[src/rtl/bcd_pkg.sv]
// Shared types and constants for the remainder binary-to-BCD converter.
package bcd_pkg;

  typedef enum logic {
    IDLE = 1'b0,
    CONV = 1'b1
  } conv_state_t;

  localparam logic [3:0] BCD_ADJ_THRESH = 4'd5;
  localparam logic [3:0] BCD_ADJ_ADD    = 4'd3;

endpackage

[src/rtl/remainder_bcd_conv_if.sv]
// Start/result bundle between the remainder stage and the BCD converter.
interface remainder_bcd_conv_if #(
  parameter int N      = 7,
  parameter int DIGITS = 3
);
  logic                  start;
  logic [N-1:0]          bin_in;
  logic                  busy;
  logic                  done;
  logic [4*DIGITS-1:0]   bcd_out;
  logic                  overflow;

  modport master (output start, bin_in, input busy, done, bcd_out, overflow);
  modport slave  (input start, bin_in, output busy, done, bcd_out, overflow);
endinterface

[src/rtl/bcd_digit_adjust.sv]
// Double-dabble digit correction: add 3 to a BCD digit that is 5 or more.
module bcd_digit_adjust
  import bcd_pkg::*;
(
  input  logic [3:0] digit_i,
  output logic [3:0] digit_o
);

  // Largest result is 9+3 = 4'hC, so 4-bit arithmetic never wraps.
  assign digit_o = (digit_i >= BCD_ADJ_THRESH) ? digit_i + BCD_ADJ_ADD : digit_i;

endmodule

[src/rtl/remainder_bcd_conv.sv]
// Sequential shift-and-add-3 binary-to-BCD converter, one input bit per clock.
//   state | meaning
//   IDLE  | waiting for start; outputs hold the last result
//   CONV  | one adjust+shift step per clock, cnt_q steps remaining
module remainder_bcd_conv
  import bcd_pkg::*;
#(
  parameter int N      = 7,
  parameter int DIGITS = 3
) (
  input  logic                 clk,
  input  logic                 rst_n,
  remainder_bcd_conv_if.slave  bus
);

  localparam int CNT_W = $clog2(N + 1);
  localparam int BW    = 4 * DIGITS;

  conv_state_t       state_q, state_d;
  logic [CNT_W-1:0]  cnt_q, cnt_d;
  logic [N-1:0]      bin_q, bin_d;
  logic [BW-1:0]     scr_q, scr_d;
  logic [BW-1:0]     bcd_q, bcd_d;
  logic              sticky_q, sticky_d;
  logic              ovf_q, ovf_d;
  logic              done_q, done_d;
  logic [BW-1:0]     adj;
  logic [BW+N-1:0]   shifted;

  for (genvar g = 0; g < DIGITS; g++) begin : g_adj
    bcd_digit_adjust u_adj (
      .digit_i (scr_q[4*g +: 4]),
      .digit_o (adj[4*g +: 4])
    );
  end

  // Top bit of the adjusted scratch leaves the register on this shift.
  assign shifted = {adj, bin_q} << 1;

  always_comb begin
    state_d  = state_q;
    cnt_d    = cnt_q;
    bin_d    = bin_q;
    scr_d    = scr_q;
    bcd_d    = bcd_q;
    sticky_d = sticky_q;
    ovf_d    = ovf_q;
    done_d   = 1'b0;
    unique case (state_q)
      IDLE: begin
        if (bus.start) begin
          bin_d    = bus.bin_in;
          scr_d    = '0;
          sticky_d = 1'b0;
          cnt_d    = CNT_W'(N);
          state_d  = CONV;
        end
      end
      CONV: begin
        scr_d    = shifted[BW+N-1:N];
        bin_d    = shifted[N-1:0];
        sticky_d = sticky_q | adj[BW-1];
        cnt_d    = cnt_q - 1'b1;
        if (cnt_q == CNT_W'(1)) begin
          bcd_d   = shifted[BW+N-1:N];
          ovf_d   = sticky_q | adj[BW-1];
          done_d  = 1'b1;
          state_d = IDLE;
        end
      end
      default: state_d = IDLE;
    endcase
  end

  always_ff @(posedge clk or negedge rst_n) begin
    if (!rst_n) begin
      state_q  <= IDLE;
      cnt_q    <= '0;
      bin_q    <= '0;
      scr_q    <= '0;
      bcd_q    <= '0;
      sticky_q <= 1'b0;
      ovf_q    <= 1'b0;
      done_q   <= 1'b0;
    end else begin
      state_q  <= state_d;
      cnt_q    <= cnt_d;
      bin_q    <= bin_d;
      scr_q    <= scr_d;
      bcd_q    <= bcd_d;
      sticky_q <= sticky_d;
      ovf_q    <= ovf_d;
      done_q   <= done_d;
    end
  end

  assign bus.busy     = (state_q == CONV);
  assign bus.done     = done_q;
  assign bus.bcd_out  = bcd_q;
  assign bus.overflow = ovf_q;

endmodule
[src/flat_wrapper.sv]
// flat-port wrapper written by rule: the top's interface ports become plain ports
module remainder_bcd_conv_flat import bcd_pkg::*;
#(
  parameter int N      = 7,
  parameter int DIGITS = 3
)
  (clk, rst_n, bus_start, bus_bin_in, bus_busy, bus_done, bus_bcd_out, bus_overflow);
  remainder_bcd_conv_if #(.N(N), .DIGITS(DIGITS)) bus_i ();
  input  logic clk;
  input  logic rst_n;
  input wire logic [$bits(bus_i.start)-1:0] bus_start;
  input wire logic [$bits(bus_i.bin_in)-1:0] bus_bin_in;
  output wire logic [$bits(bus_i.busy)-1:0] bus_busy;
  output wire logic [$bits(bus_i.done)-1:0] bus_done;
  output wire logic [$bits(bus_i.bcd_out)-1:0] bus_bcd_out;
  output wire logic [$bits(bus_i.overflow)-1:0] bus_overflow;
  assign bus_i.start = bus_start;
  assign bus_i.bin_in = bus_bin_in;
  assign bus_busy = bus_i.busy;
  assign bus_done = bus_i.done;
  assign bus_bcd_out = bus_i.bcd_out;
  assign bus_overflow = bus_i.overflow;
  remainder_bcd_conv #(.N(N), .DIGITS(DIGITS)) u_core (.clk(clk), .rst_n(rst_n), .bus(bus_i));
endmodule
[config.mk]
export PLATFORM = sky130hd
export DESIGN_NAME = remainder_bcd_conv_flat
export DESIGN_NICKNAME = d
export VERILOG_FILES = /design/src/rtl/bcd_pkg.sv /design/src/rtl/remainder_bcd_conv_if.sv /design/src/rtl/bcd_digit_adjust.sv /design/src/rtl/remainder_bcd_conv.sv /design/src/flat_wrapper.sv
export SDC_FILE = /design/constraint.sdc
export NUM_CORES = 1
export LEC_CHECK = 0
export ABC_AREA = 1
export BUFFER_PORTS_ARGS = -buffer_cell sky130_fd_sc_hd__buf_2
export CORE_MARGIN = 2
export CORE_UTILIZATION = 45
export DETAILED_ROUTE_END_ITERATION = 8
export MAX_ROUTING_LAYER = met4
export SLEW_MARGIN = 20
export SYNTH_ARGS = -nofsm -noshare
export SYNTH_HDL_FRONTEND = slang
export SYNTH_SLANG_ARGS = --single-unit
export TNS_END_PERCENT = 5
[constraint.sdc]
create_clock -name clk -period 2.7 [get_ports clk]
set_clock_uncertainty 0.15 [all_clocks]
set_input_delay 0.675 -clock clk [delete_from_list [all_inputs] [get_ports clk]]
set_output_delay 0.675 -clock clk [all_outputs]
set_load 0.02 [all_outputs]
==> flow_summary_export.csv <==
group,metric,value,unit
worst_setup_path,slowest_delay,0.58,ns
worst_setup_path,cp_max_fo,11,
layout,fillers,391,
power,p_leak,1.091,nW
floorplan,rows,23,
grt,grt_overflow,0,
detailed_routing,dr.pass1.iters,4,
placed_design,numPlacedInstances,282,
detailed_routing,vias,1443,
placed_design,port-buffer-count,24,
timing,finalSetupViolCount,0,
placed_design,place_area,1976,um2
clock_tree,cts_hold_buf,0,
synthesis,yosysUniqueCellTypes,20,
timing,finalHoldViolCount,0,
floorplan,core_area,3971,um2
clock_tree,clock_sinks,38,
power,p_per_area,1269,nW/um2
timing,drv_slew,0,
timing,min_period,1.938,ns
worst_setup_path,arrival,1.11,ns
synthesis,synthesis.area,1832,um2
timing,finalCritPeriodShare,71.77,%
synthesis,synth_area_per_cell,8.640,um2
synthesis,synth_most_common_cell,"nand2_1",
clock_tree,tritoncts,"built",
clock_tree,htree_levels,2,
detailed_routing,avgRoutedWirePerCell,12.46,um
timing,max_freq,516.0,MHz
layout,utilization,51.67,%
layout,area_growth,12.02,%
synthesis,synth_ff_type,"dfrtp_1",
placed_design,hpwl,2590,um
floorplan,die_h,67.80,um
layout,finalInstanceArea,2052,um2
clock_tree,cts_made_buffers,5,
synthesis,synth.ff_latch_count,38,
synthesis,synth.net_count,230,
synthesis,synthCells,212,
synthesis,yosysSeqAreaShare,51.91,%
timing,fin_tns_setup,0,ns
synthesis,synth_common_cells,"75 x nand2_1, 38 x dfrtp_1, 26 x nand3_1",
clock_tree,clk_latency,0.29,ns
detailed_routing,initialDrtViolationCount,89,
detailed_routing,wirelength,3601,um
detailed_routing,drc,0,
synthesis,synth-async-reset-ratio,100.0,%
worst_setup_path,crit_path_end_kind,"output port",
floorplan,start_util,46.12,%
min_path,hold_class,"reg -> reg",
timing,max_slew_margin,43.97,%
layout,multiInputGateArea,748.2,um2
floorplan,die_w,67.80,um
synthesis,synth_edf_count,0,
clock_tree,cts_setup_buffers,0,
layout,seq_area,950.9,um2
worst_setup_path,cp-start-kind,"flop",
grt,grt_pass1_vias,1320,
detailed_routing,antenna_left,0,
detailed_routing,vias_per_cell,4.993,
timing,rsz0062_at_grt,"no",
power,peakVddDrop,0.0004616,V
synthesis,ys.warnings.count,0,
timing,fin_hold_ws,0.3345,ns
grt,grt_max_degree,39,
grt,grtUsageTotal,18.95,%
job,drv_cap,0,
clock_tree,cts_root_buffer,"clkbuf_8",
worst_setup_path,cpMaxStageDelayCell,"dfrtp_1",
layout,stdcell_count,289,
clock_tree,clkTransAtPathRegs,0.07,ns
layout,layout-drive-gt1-share,15.90,%
layout,antenna-diode-count,0,
clock_tree,cts_resized,0,
synthesis,synth_top_area_share,51.91,%
placed_design,place_congestion,0.8489,
outcome,status,"complete, no violations",
grt,grt_pass1_wl,6113,um
worst_setup_path,crit_chain,"buf_2",
floorplan,ios,25,
worst_setup_path,cp.required,1.88,ns
grt,antenna_found_initial,0,
worst_setup_path,crit_type,"reg -> out",
layout,nets,257,
worst_setup_path,cp.buffers_inverters,1,
worst_setup_path,crit_family,"flip-flops",
timing,tightest_slew,0.8405,ns
synthesis,synth.area.top_cells,"dfrtp_1 52%, nand2_1 15%, nand3_1 7.1%, ha_1 5.5%, inv_1 4.1%",
clock_tree,clockBufferDepth,2,
floorplan,die_area,4597,um2
synthesis,synth.largest_area_cell,"dfrtp_1",
==> sequential cells by signal, summed over array words and instances, names as in the netlist <==
register / count
u_core.bus.done: 1
u_core.bin_q: 7
u_core.bus.busy: 1
u_core.bus.overflow: 1
u_core.sticky_q: 1
u_core.bus.bcd_out: 12
u_core.cnt_q: 3
u_core.scr_q: 12
==> cells by family (layout without fill, tap and decap cells) <==
group	after synthesis	count (layout)	share of synthesized area, %
simple gates	109	109	26.09
flops	38	38	51.91
compound gates	29	29	9.289
buf+inv	28	55	7.240
fa+ha+maj	8	8	5.465
==> cell type report <==
class                      instances  area share, %
multi-input combinational        146          36.46
clock buffer                       7          3.720
tap                               50          3.049
sequential                        38          46.34
timing repair buffer              25          6.219
inverter                          23          4.207
==> report_power, final <==
part           internal (mW)  total, mW  switching, mW
logic                  0.423       1.22          0.799
registers              0.829       1.01          0.185
clock network          0.178      0.368          0.191
==> cell usage in the layout, fill, tap and decap left out, drive strengths merged <==
cell type,netlist,routed
o22ai,4,4
o211ai,3,3
nand3,26,26
nor2,6,6
nand2,75,75
o21ai,17,17
ha,8,8
nand4,2,2
dfrtp,38,38
buf,5,25
a22oi,2,2
a21oi,3,3
clkbuf,0,7
inv,23,23
==> routing by layer <==
| metal | vias up | GRT usage, % | part of all wire [%] |
|---|---|---|---|
| li1 | 747 | - | - |
| met1 | 653 | 25.21 | 49 |
| met2 | 36 | 27.21 | 44 |
| met3 | 7 | 5.500 | 4.6 |
| met4 | 0 | 7.500 | 1.7 |
| met5 | - | - | 0 |
==> through the flow <==
| step | worst slack, ns | power (mW) |
|---|---|---|
| global placement | 1.101 | 2.248 |
| CTS | 0.7663 | 2.631 |
| global route | 0.7074 | 2.866 |
| detailed placement | 1.080 | 2.257 |
| floorplan | 1.357 | 1.944 |
| finish | 0.7622 | 2.603 |
==> final timing paths <==
check                                       from                endpoint  slack, ns  depth (start not counted)
setup / recovery                 u_core.bus.busy                bus_busy       0.76                          1
hold / removal             u_core.bus.bcd_out[5]   u_core.bus.bcd_out[5]       0.33                          2
setup reg to reg                 u_core.bus.busy  u_core.bus.bcd_out[11]       1.06                          5
hold reg to reg            u_core.bus.bcd_out[5]   u_core.bus.bcd_out[5]       0.33                          2
max in group asynchronous                  rst_n         u_core.scr_q[0]       1.54                          1
min in group asynchronous                  rst_n   u_core.bus.bcd_out[6]       0.34                          1
No activity file was read; power rests on OpenSTA's default activity.
